## src/rtl/dbg_display_ctrl.sv

```systemverilog
// Debug-word selector and hex display driver.
// Picks one of NCH packed debug words (manual, auto-scroll or masked auto-scroll),
// decodes it onto NDIG active-low 7-segment digits, and can freeze a snapshot.
module dbg_display_ctrl #(
    parameter int unsigned W     = 16,
    parameter int unsigned NDIG  = 4,
    parameter int unsigned NCH   = 8,
    parameter int unsigned SELW  = 3,
    parameter int unsigned DWELL = 50000000
) (
    input  logic              i_clock,
    input  logic              i_reset,
    input  logic [SELW-1:0]   i_sel,
    input  logic [1:0]        i_mode,
    input  logic [NCH-1:0]    i_ch_en,
    input  logic              i_freeze,
    input  logic [NCH*W-1:0]  i_dbg_bus,
    output logic [NDIG*7-1:0] o_hex_out,
    output logic [SELW-1:0]   o_cur_ch,
    output logic              o_ch_valid,
    output logic              o_frozen
);

    localparam int unsigned   CW       = $clog2(DWELL);
    localparam logic [CW-1:0] CNT_LAST = CW'(DWELL - 1);
    localparam logic [SELW:0] NCH_W    = (SELW + 1)'(NCH);
    localparam logic [SELW:0] LAST_CH  = (SELW + 1)'(NCH - 1);

    logic [SELW-1:0]   r_cur_ch;
    logic [CW-1:0]     r_cnt;
    logic [1:0]        r_mode;
    logic              r_freeze;
    logic              r_frozen;
    logic [W-1:0]      r_snap_word;
    logic              r_snap_blank;
    logic [W-1:0]      r_disp_word;
    logic              r_disp_valid;
    logic [NDIG*7-1:0] r_hex;

    logic              w_masked;
    logic              w_auto;
    logic              w_mode_chg;
    logic              w_in_range;
    logic              w_live_valid;
    logic [W-1:0]      w_live_word;
    logic [SELW-1:0]   w_base;
    logic [SELW-1:0]   w_next_inc;
    logic [SELW-1:0]   w_next_masked;
    logic [SELW-1:0]   w_hi;
    logic [SELW-1:0]   w_lo;
    logic              w_hi_found;
    logic              w_lo_found;
    logic              w_rise;
    logic              w_take_snap;
    logic              w_frozen_d;
    logic [W-1:0]      w_snap_word_d;
    logic              w_snap_blank_d;
    logic [W-1:0]      w_show_word;
    logic              w_show_valid;
    logic [NDIG*7-1:0] w_hex_d;

    function automatic logic [6:0] f_seg(input logic [3:0] n);
        case (n)
            4'h0:    f_seg = 7'b1000000;
            4'h1:    f_seg = 7'b1111001;
            4'h2:    f_seg = 7'b0100100;
            4'h3:    f_seg = 7'b0110000;
            4'h4:    f_seg = 7'b0011001;
            4'h5:    f_seg = 7'b0010010;
            4'h6:    f_seg = 7'b0000010;
            4'h7:    f_seg = 7'b1111000;
            4'h8:    f_seg = 7'b0000000;
            4'h9:    f_seg = 7'b0010000;
            4'hA:    f_seg = 7'b0001000;
            4'hB:    f_seg = 7'b0000011;
            4'hC:    f_seg = 7'b1000110;
            4'hD:    f_seg = 7'b0100001;
            4'hE:    f_seg = 7'b0000110;
            default: f_seg = 7'b0001110;
        endcase
    endfunction

    assign w_masked   = (i_mode == 2'b10);
    assign w_auto     = (i_mode == 2'b01) || w_masked;
    assign w_mode_chg = (i_mode != r_mode);
    assign w_in_range = ({1'b0, r_cur_ch} < NCH_W);
    // An empty mask in masked mode means nothing is being shown.
    assign w_live_valid = w_in_range && !(w_masked && (i_ch_en == '0));

    // Select the live word of the current channel.
    always_comb begin
        w_live_word = '0;
        for (int k = 0; k < int'(NCH); k++) begin
            if (r_cur_ch == SELW'(k)) w_live_word = i_dbg_bus[k*W +: W];
        end
    end

    // Next channel for the auto modes; an out-of-range channel searches from index 0.
    always_comb begin
        w_base     = w_in_range ? r_cur_ch : LAST_CH[SELW-1:0];
        w_next_inc = ({1'b0, w_base} == LAST_CH) ? '0 : w_base + SELW'(1);
        w_hi       = '0;
        w_lo       = '0;
        w_hi_found = 1'b0;
        w_lo_found = 1'b0;
        // Walking downward leaves the lowest enabled index in each half.
        for (int k = int'(NCH) - 1; k >= 0; k--) begin
            if (i_ch_en[k]) begin
                if (SELW'(k) > w_base) begin
                    w_hi       = SELW'(k);
                    w_hi_found = 1'b1;
                end else begin
                    w_lo       = SELW'(k);
                    w_lo_found = 1'b1;
                end
            end
        end
        w_next_masked = w_hi_found ? w_hi : (w_lo_found ? w_lo : r_cur_ch);
    end

    // Channel selection and dwell timing.
    always_ff @(posedge i_clock or posedge i_reset) begin
        if (i_reset) begin
            r_cur_ch <= '0;
            r_cnt    <= '0;
            r_mode   <= 2'b00;
        end else begin
            r_mode <= i_mode;
            if (!w_auto) begin
                r_cnt    <= '0;
                r_cur_ch <= i_sel;
            end else if (w_mode_chg) begin
                r_cnt <= '0;
            end else if (r_cnt == CNT_LAST) begin
                r_cnt    <= '0;
                r_cur_ch <= w_masked ? w_next_masked : w_next_inc;
            end else begin
                r_cnt <= r_cnt + CW'(1);
            end
        end
    end

    assign w_rise         = i_freeze & ~r_freeze;
    assign w_take_snap    = w_rise & ~r_frozen;
    assign w_frozen_d     = r_frozen ^ w_rise;
    // The snapshot captures what is on the digits right now, blanks included.
    assign w_snap_word_d  = w_take_snap ? (r_disp_valid ? r_disp_word : '0) : r_snap_word;
    assign w_snap_blank_d = w_take_snap ? ~r_disp_valid : r_snap_blank;
    assign w_show_word    = w_frozen_d ? w_snap_word_d : w_live_word;
    assign w_show_valid   = w_frozen_d ? ~w_snap_blank_d : w_live_valid;

    // Decode the word to be shown into segment patterns.
    always_comb begin
        w_hex_d = '1;
        for (int d = 0; d < int'(NDIG); d++) begin
            if (w_show_valid) w_hex_d[d*7 +: 7] = f_seg(w_show_word[d*4 +: 4]);
        end
    end

    // Freeze edge detection and snapshot storage.
    always_ff @(posedge i_clock or posedge i_reset) begin
        if (i_reset) begin
            r_freeze     <= 1'b0;
            r_frozen     <= 1'b0;
            r_snap_word  <= '0;
            r_snap_blank <= 1'b0;
        end else begin
            r_freeze     <= i_freeze;
            r_frozen     <= w_frozen_d;
            r_snap_word  <= w_snap_word_d;
            r_snap_blank <= w_snap_blank_d;
        end
    end

    // Registered display path.
    always_ff @(posedge i_clock or posedge i_reset) begin
        if (i_reset) begin
            r_hex        <= '1;
            r_disp_word  <= '0;
            r_disp_valid <= 1'b0;
        end else begin
            r_hex        <= w_hex_d;
            r_disp_word  <= w_show_valid ? w_show_word : '0;
            r_disp_valid <= w_show_valid;
        end
    end

    assign o_hex_out  = r_hex;
    assign o_cur_ch   = r_cur_ch;
    assign o_ch_valid = r_disp_valid;
    assign o_frozen   = r_frozen;

endmodule

```

## config.mk

```make
export PLATFORM = sky130hd
export DESIGN_NAME = dbg_display_ctrl
export DESIGN_NICKNAME = d
export VERILOG_FILES = /design/src/rtl/dbg_display_ctrl.sv
export SDC_FILE = /design/constraint.sdc
export NUM_CORES = 1
export LEC_CHECK = 0
export ABC_AREA = 0
export BUFFER_PORTS_ARGS = -buffer_cell sky130_fd_sc_hd__buf_2
export CORE_MARGIN = 2
export CORE_UTILIZATION = 40
export DETAILED_ROUTE_END_ITERATION = 10
export PLACE_DENSITY_LB_ADDON = 0.25
export RECOVER_POWER = 100
export SYNTH_ARGS = -nofsm -noshare
export SYNTH_HDL_FRONTEND = slang
export SYNTH_SLANG_ARGS = --single-unit
```

## constraint.sdc

```tcl
create_clock -name i_clock -period 6.85 [get_ports i_clock]
set_clock_uncertainty 0.15 [all_clocks]
set_input_delay 0.685 -clock i_clock [delete_from_list [all_inputs] [get_ports i_clock]]
set_output_delay 0.685 -clock i_clock [all_outputs]
set_load 0.005 [all_outputs]
```

* Yosys cells after proc, flatten, opt, wreduce, memory -nomap -nowiden *
Memory sizes are Yosys's and may differ from the RTL's.
Index checks and enable logic that the tools add are counted.

cells by class
  add/subtract/negate cells = 2
  order comparisons = 8
  equality and inequality tests = 14
  mux-type cells = 92
  bitwise operators = 7
  reduce and logical (&&, ||, !) cells = 6

operators by type and width
  operator                                                count
  2-to-1 mux 16 bit                                       12
  2-to-1 mux 3 bit                                        39
  2-to-1 mux 26 bit                                       3
  2-to-1 mux 1 bit                                        34
  2-to-1 mux 7 bit                                        4
  adder 26 x 1 -> 26 bit (second input constant)          1
  == test 26 bit (second input constant)                  1
  == test 3 bit (second input constant)                   4
  > comparator 3 bit (first input constant)               4
  zero test 8 bit                                         1
  == test 3 x 2 -> 1 bit (second input constant)          2
  > comparator 1 x 3 -> 1 bit (first input constant)      2
  > comparator 2 x 3 -> 1 bit (first input constant)      2
  inequality test 4 x 2 -> 1 bit (second input constant)  1
  NOT 1 bit                                               4
  adder 3 x 1 -> 3 bit (second input constant)            1
  == test 3 x 1 -> 1 bit (second input constant)          1
  zero test 3 bit                                         1
  AND reduction 3 bit                                     1
  bitwise AND 1 bit                                       2
  == test 2 x 1 -> 1 bit (second input constant)          1
  == test 2 bit (second input constant)                   1
  inequality test 2 x 1 -> 1 bit (second input constant)  1
  inequality test 2 bit                                   1
  other kinds (5)                                         5

storage, ports and cells
  bits in registers = 95
  bits in read-only memories = 448
  input port bits = 144
  output and inout port bits = 33
  word-level logic and storage cells = 143
  memories = 4

memories
  memory           depth  width  rd ports  clocked after memory_dff  write ports  RTL line  RTL
  (no name shown)  16     7      1         0                         0            63        case (n)
  (no name shown)  16     7      1         0                         0            63
  (no name shown)  16     7      1         0                         0            63
  (no name shown)  16     7      1         0                         0            63

* Logic depth before layout (Yosys ltp) *
  depth after elaboration = 23
  gate-level depth with buffers = 17
  depth with buffers taken out = 13

* Least setup slack after synthesis *
No wires, ideal clock.

  path type = flip-flop to flip-flop
  from = register r_cur_ch[0] (netlist: o_cur_ch[0])
  to = register r_hex[14] (netlist: o_hex_out[14])
  setup time = 78 ps
  data arrival time = 3263 ps
  required time = 6622 ps
  path slack = 3359 ps
  stages on the path, launching flop included = 16
  clock period less this slack = 3491 ps
  path through = dfrtp_1 buf_6 buf_2 buf_2 inv_1 ha_1 buf_2 and3b_4 buf_4 a221oi_1 o32a_1 o31a_1 inv_1 ha_1 or3b_1 a31o_1

between the ends
  word-level cells in the longest chain between the ends = 12

ends and longest elaborated chain
  what                            RTL line  RTL
  start: declaration              29        logic [SELW-1:0] r_cur_ch;
  start signal: assignment        131       r_cur_ch <= i_sel;
  start signal: assignment        136       r_cur_ch <= w_masked ? w_next_masked : w_next_inc;
  zero test 3 bit                 94        if (r_cur_ch == SELW'(k)) w_live_word = i_dbg_bus[k*W +: W];
  2-to-1 mux 16 bit (7 in a row)  94
  2-to-1 mux 16 bit (*)           94
  2-to-1 mux 16 bit (*)           149       assign w_show_word = w_frozen_d ? w_snap_word_d : w_live_word;
  memory read (16 x 7 bit) (*)    --
  2-to-1 mux 7 bit (*)            156       if (w_show_valid) w_hex_d[d*7 +: 7] = f_seg(w_show_word[d*4 +: 4]);
  net w_hex_d[14]                 60        logic [NDIG*7-1:0] w_hex_d;
  end signal: assignment          182       r_hex <= w_hex_d;
  end: declaration                38        logic [NDIG*7-1:0] r_hex;

Mark *: on every way through the listed nets, which the timed path passes. The rest lies on a longest branch.
A chain may end at the register's enable or synchronous reset.

* Final worst setup path *
  from = register r_cur_ch[2] (netlist: o_cur_ch[2])
  to = register r_hex[3] (netlist: o_hex_out[3])

The elaborated chain is that of the path after synthesis.

==> impl_metrics.toml <==
[timing]
period_share_pct = 79.52
final_max_slew_viol_count = 148
hold_viol = 0
rsz0062_at_grt = "no"
tns_ns = 0
fmax_mhz = 183.6
setup_viol = 0
slew_headroom_pct = -174.8
fin_ws_ns = 1.403
worst_pin_slew_ns = 4.122
period_needed_ns = 5.447

[run]
cap_viol_max_count = 3

[cts]
insertion_delay_ns = 0.35
h-tree-depth = 3
clock_sinks = 95
cts_root_buffer = "clkbuf_16"
cts_made_buffers = 9
post_cts.repair.setup_buffers = 0
clock_path_buffers = 2
cts_resized = 0
path_clk_slew_ns = 0.07
cts_tree = "built"
postCtsHoldBufs = 0

[layout]
mostFrequentLayoutCell = "buf_2"
seqCellArea_um2 = 2414
fin_nets = 1074
nFillCells = 1609
final_util_pct = 47.69
multiInputGateArea_um2 = 3786
antenna_cells = 0
final_cell_mix = "buf_2, nor2_1, dfrtp_1, a21oi_1, nand3_1"
syn2layout_area_growth_pct = 17.52
drive_gt1_share_pct = 25.91

[synthesis]
synth.distinct_cells = 77
syn_avg_cell_area_um2 = 8.783
async_flop_share_pct = 100.0
ys_seq_elements = 95
ys.flop_type = "dfrtp_1"
synthCells = 758
ys.warnings.count = 0
synth_edf_count = 0
syn-cell-area_um2 = 6658
yosysSeqAreaShare_pct = 36.23
syn_nets = 930

[status]
status = "finished with violations"
violations = "capacitance limit, slew limit"

[die]
initial_core_util_pct = 40.58
fp.dieArea_um2 = 17690
ios = 177
core_area_um2 = 16410
die_h_um = 133.0
placementRows = 47
die_x_um = 133.0

[placed_design]
dp_slack_ns = 2.454
gp_congestion = 0.9506
detailed_place_hpwl_um = 15950
port_buffers = 176

[global_routing]
grt_usage_pct = 24.76
grt_pass1_wl_um = 34170
antenna_found_initial = 0
grt_overflow = 0
grt_max_degree = 79
grt_pass1_vias = 6343

[route]
drtPass1Iterations = 5
wl_um = 21690
wl_per_cell_um = 19.24
drc = 0
vias = 6494
drtIter0Drc = 511
via_per_inst = 5.762
ant_nets = 0

[power]
powerDensity_nw_per_um2 = 478.3
power_mw = 3.742
irDropWorstVdd_uv = 224.7
cellLeakagePower_nw = 3.517

[setup_path]
r2r_end = "o_hex_out[3]"
end_kind = "flop"
worstPathRequired_ns = 6.95
rrSetupSlack_ns = 1.40
reg2regPathDepth = 8
worstSetupStartpointType = "flop"
worst_ep_arrival_time_ns = 5.55
cp_max_fo = 51
reg2reg_from = "o_cur_ch[2]"
timing_worst_setup_path_type = "reg -> reg"

[min_path]
hold_path.class = "in -> async"
synthesized netlist by cell type (9+ instances only):
library cell	count	area (um^2)
a22o_1	17	148.9
a221oi_1	15	131.4
mux2i_1	22	220.2
nor3_1	14	70.07
o21ai_0	27	135.1
ha_1	28	350.3
nand2b_1	9	56.30
nand3_1	44	220.2
inv_1	37	138.9
buf_2	21	105.1
o221ai_1	17	148.9
o22ai_1	11	68.82
xnor2_1	9	78.83
nand2_1	39	146.4
a31oi_1	19	118.9
clkbuf_1	17	63.81
dfstp_2	28	735.7
a211oi_1	16	120.1
xor2_1	16	140.1
a21oi_1	44	220.2
nor2_1	83	311.6
and3_1	26	162.7
dfrtp_1	67	1677
o21ai_1	10	50.05
cells by family after synthesis:
logic type / after synthesis / share of synthesized area, %
AOI/OAI and AO/OA: 231 / 25.01
xor gates and xnor gates: 25 / 3.289
adders and majority gates: 28 / 5.262
buffers and inverters: 92 / 6.483
DFF: 95 / 36.23
muxes: 23 / 3.477
and+or+nand+nor: 264 / 20.24
worst max-delay path, cell delays in order, from the launching register on:
cell and delay [ns]:
dfrtp_2 0.38, clkbuf_1 1.81, a21oi_4 0.04, nand2b_1 0.67, o22ai_1 0.27, o31ai_1 1.37
nor2_1 0.12, a2111oi_0 0.41, a31oi_1 0.09
sequential cells by signal, summed over array words and instances, names as in the netlist:
signal        flops
o_hex_out        28
r_cnt            26
r_disp_word      16
r_snap_word      16
o_cur_ch          3
r_mode            2
o_ch_valid        1
o_frozen          1
r_freeze          1
r_snap_blank      1
metrics by stage:
stage                     instance area, um^2  instances  hold WS [ns]
after detailed placement                 7606       1111        0.3346
after global routing                     7824       1127        0.2835
after CTS                                7881       1127        0.1228
final                                    7824       1127        0.2788
after floorplan                          6658        758        0.3102
after global placement                   7606       1111        0.3228
worst max-delay path by stage:
stage | start | end | slack [ns] | cells past startpoint
3_3_place_gp | o_cur_ch[1] | o_hex_out[3] | 2.51 | 13
5_1_grt | i_reset | r_snap_word[2] | 0.90 | 3
3_5_place_dp | o_cur_ch[1] | o_hex_out[3] | 2.45 | 13
6_report | o_cur_ch[2] | o_hex_out[3] | 1.40 | 8
4_1_cts | o_cur_ch[1] | o_hex_out[3] | 2.38 | 13
2_1_floorplan | o_cur_ch[0] | o_hex_out[14] | 3.36 | 15
cell type report:
cell class / instances / share of cell area (%)
Timing Repair Buffer: 186 / 11.83
Sequential cell: 95 / 30.85
Clock inverter: 5 / 0.4158
Inverter: 39 / 1.887
Multi-Input combinational cell: 571 / 48.39
Clock buffer: 11 / 3.103
Tap cell: 220 / 3.518
power by group:
part / internal [mW] / switching (mW)
Clock: 0.256 / 0.213
Sequential: 0.835 / 0.0644
Combinational: 0.903 / 1.47
Total: 1.99 / 1.75
routing by layer:
layer / up-vias / share of wire (%) / track usage [%]
met2: 264 / 45 / 38.00
met5: - / 0 / 0
met3: 31 / 7.2 / 6.245
li1: 3092 / - / -
met4: 0 / 2.6 / 7.587
met1: 3107 / 45 / 34.41
Power figures use the tool's default switching activity.
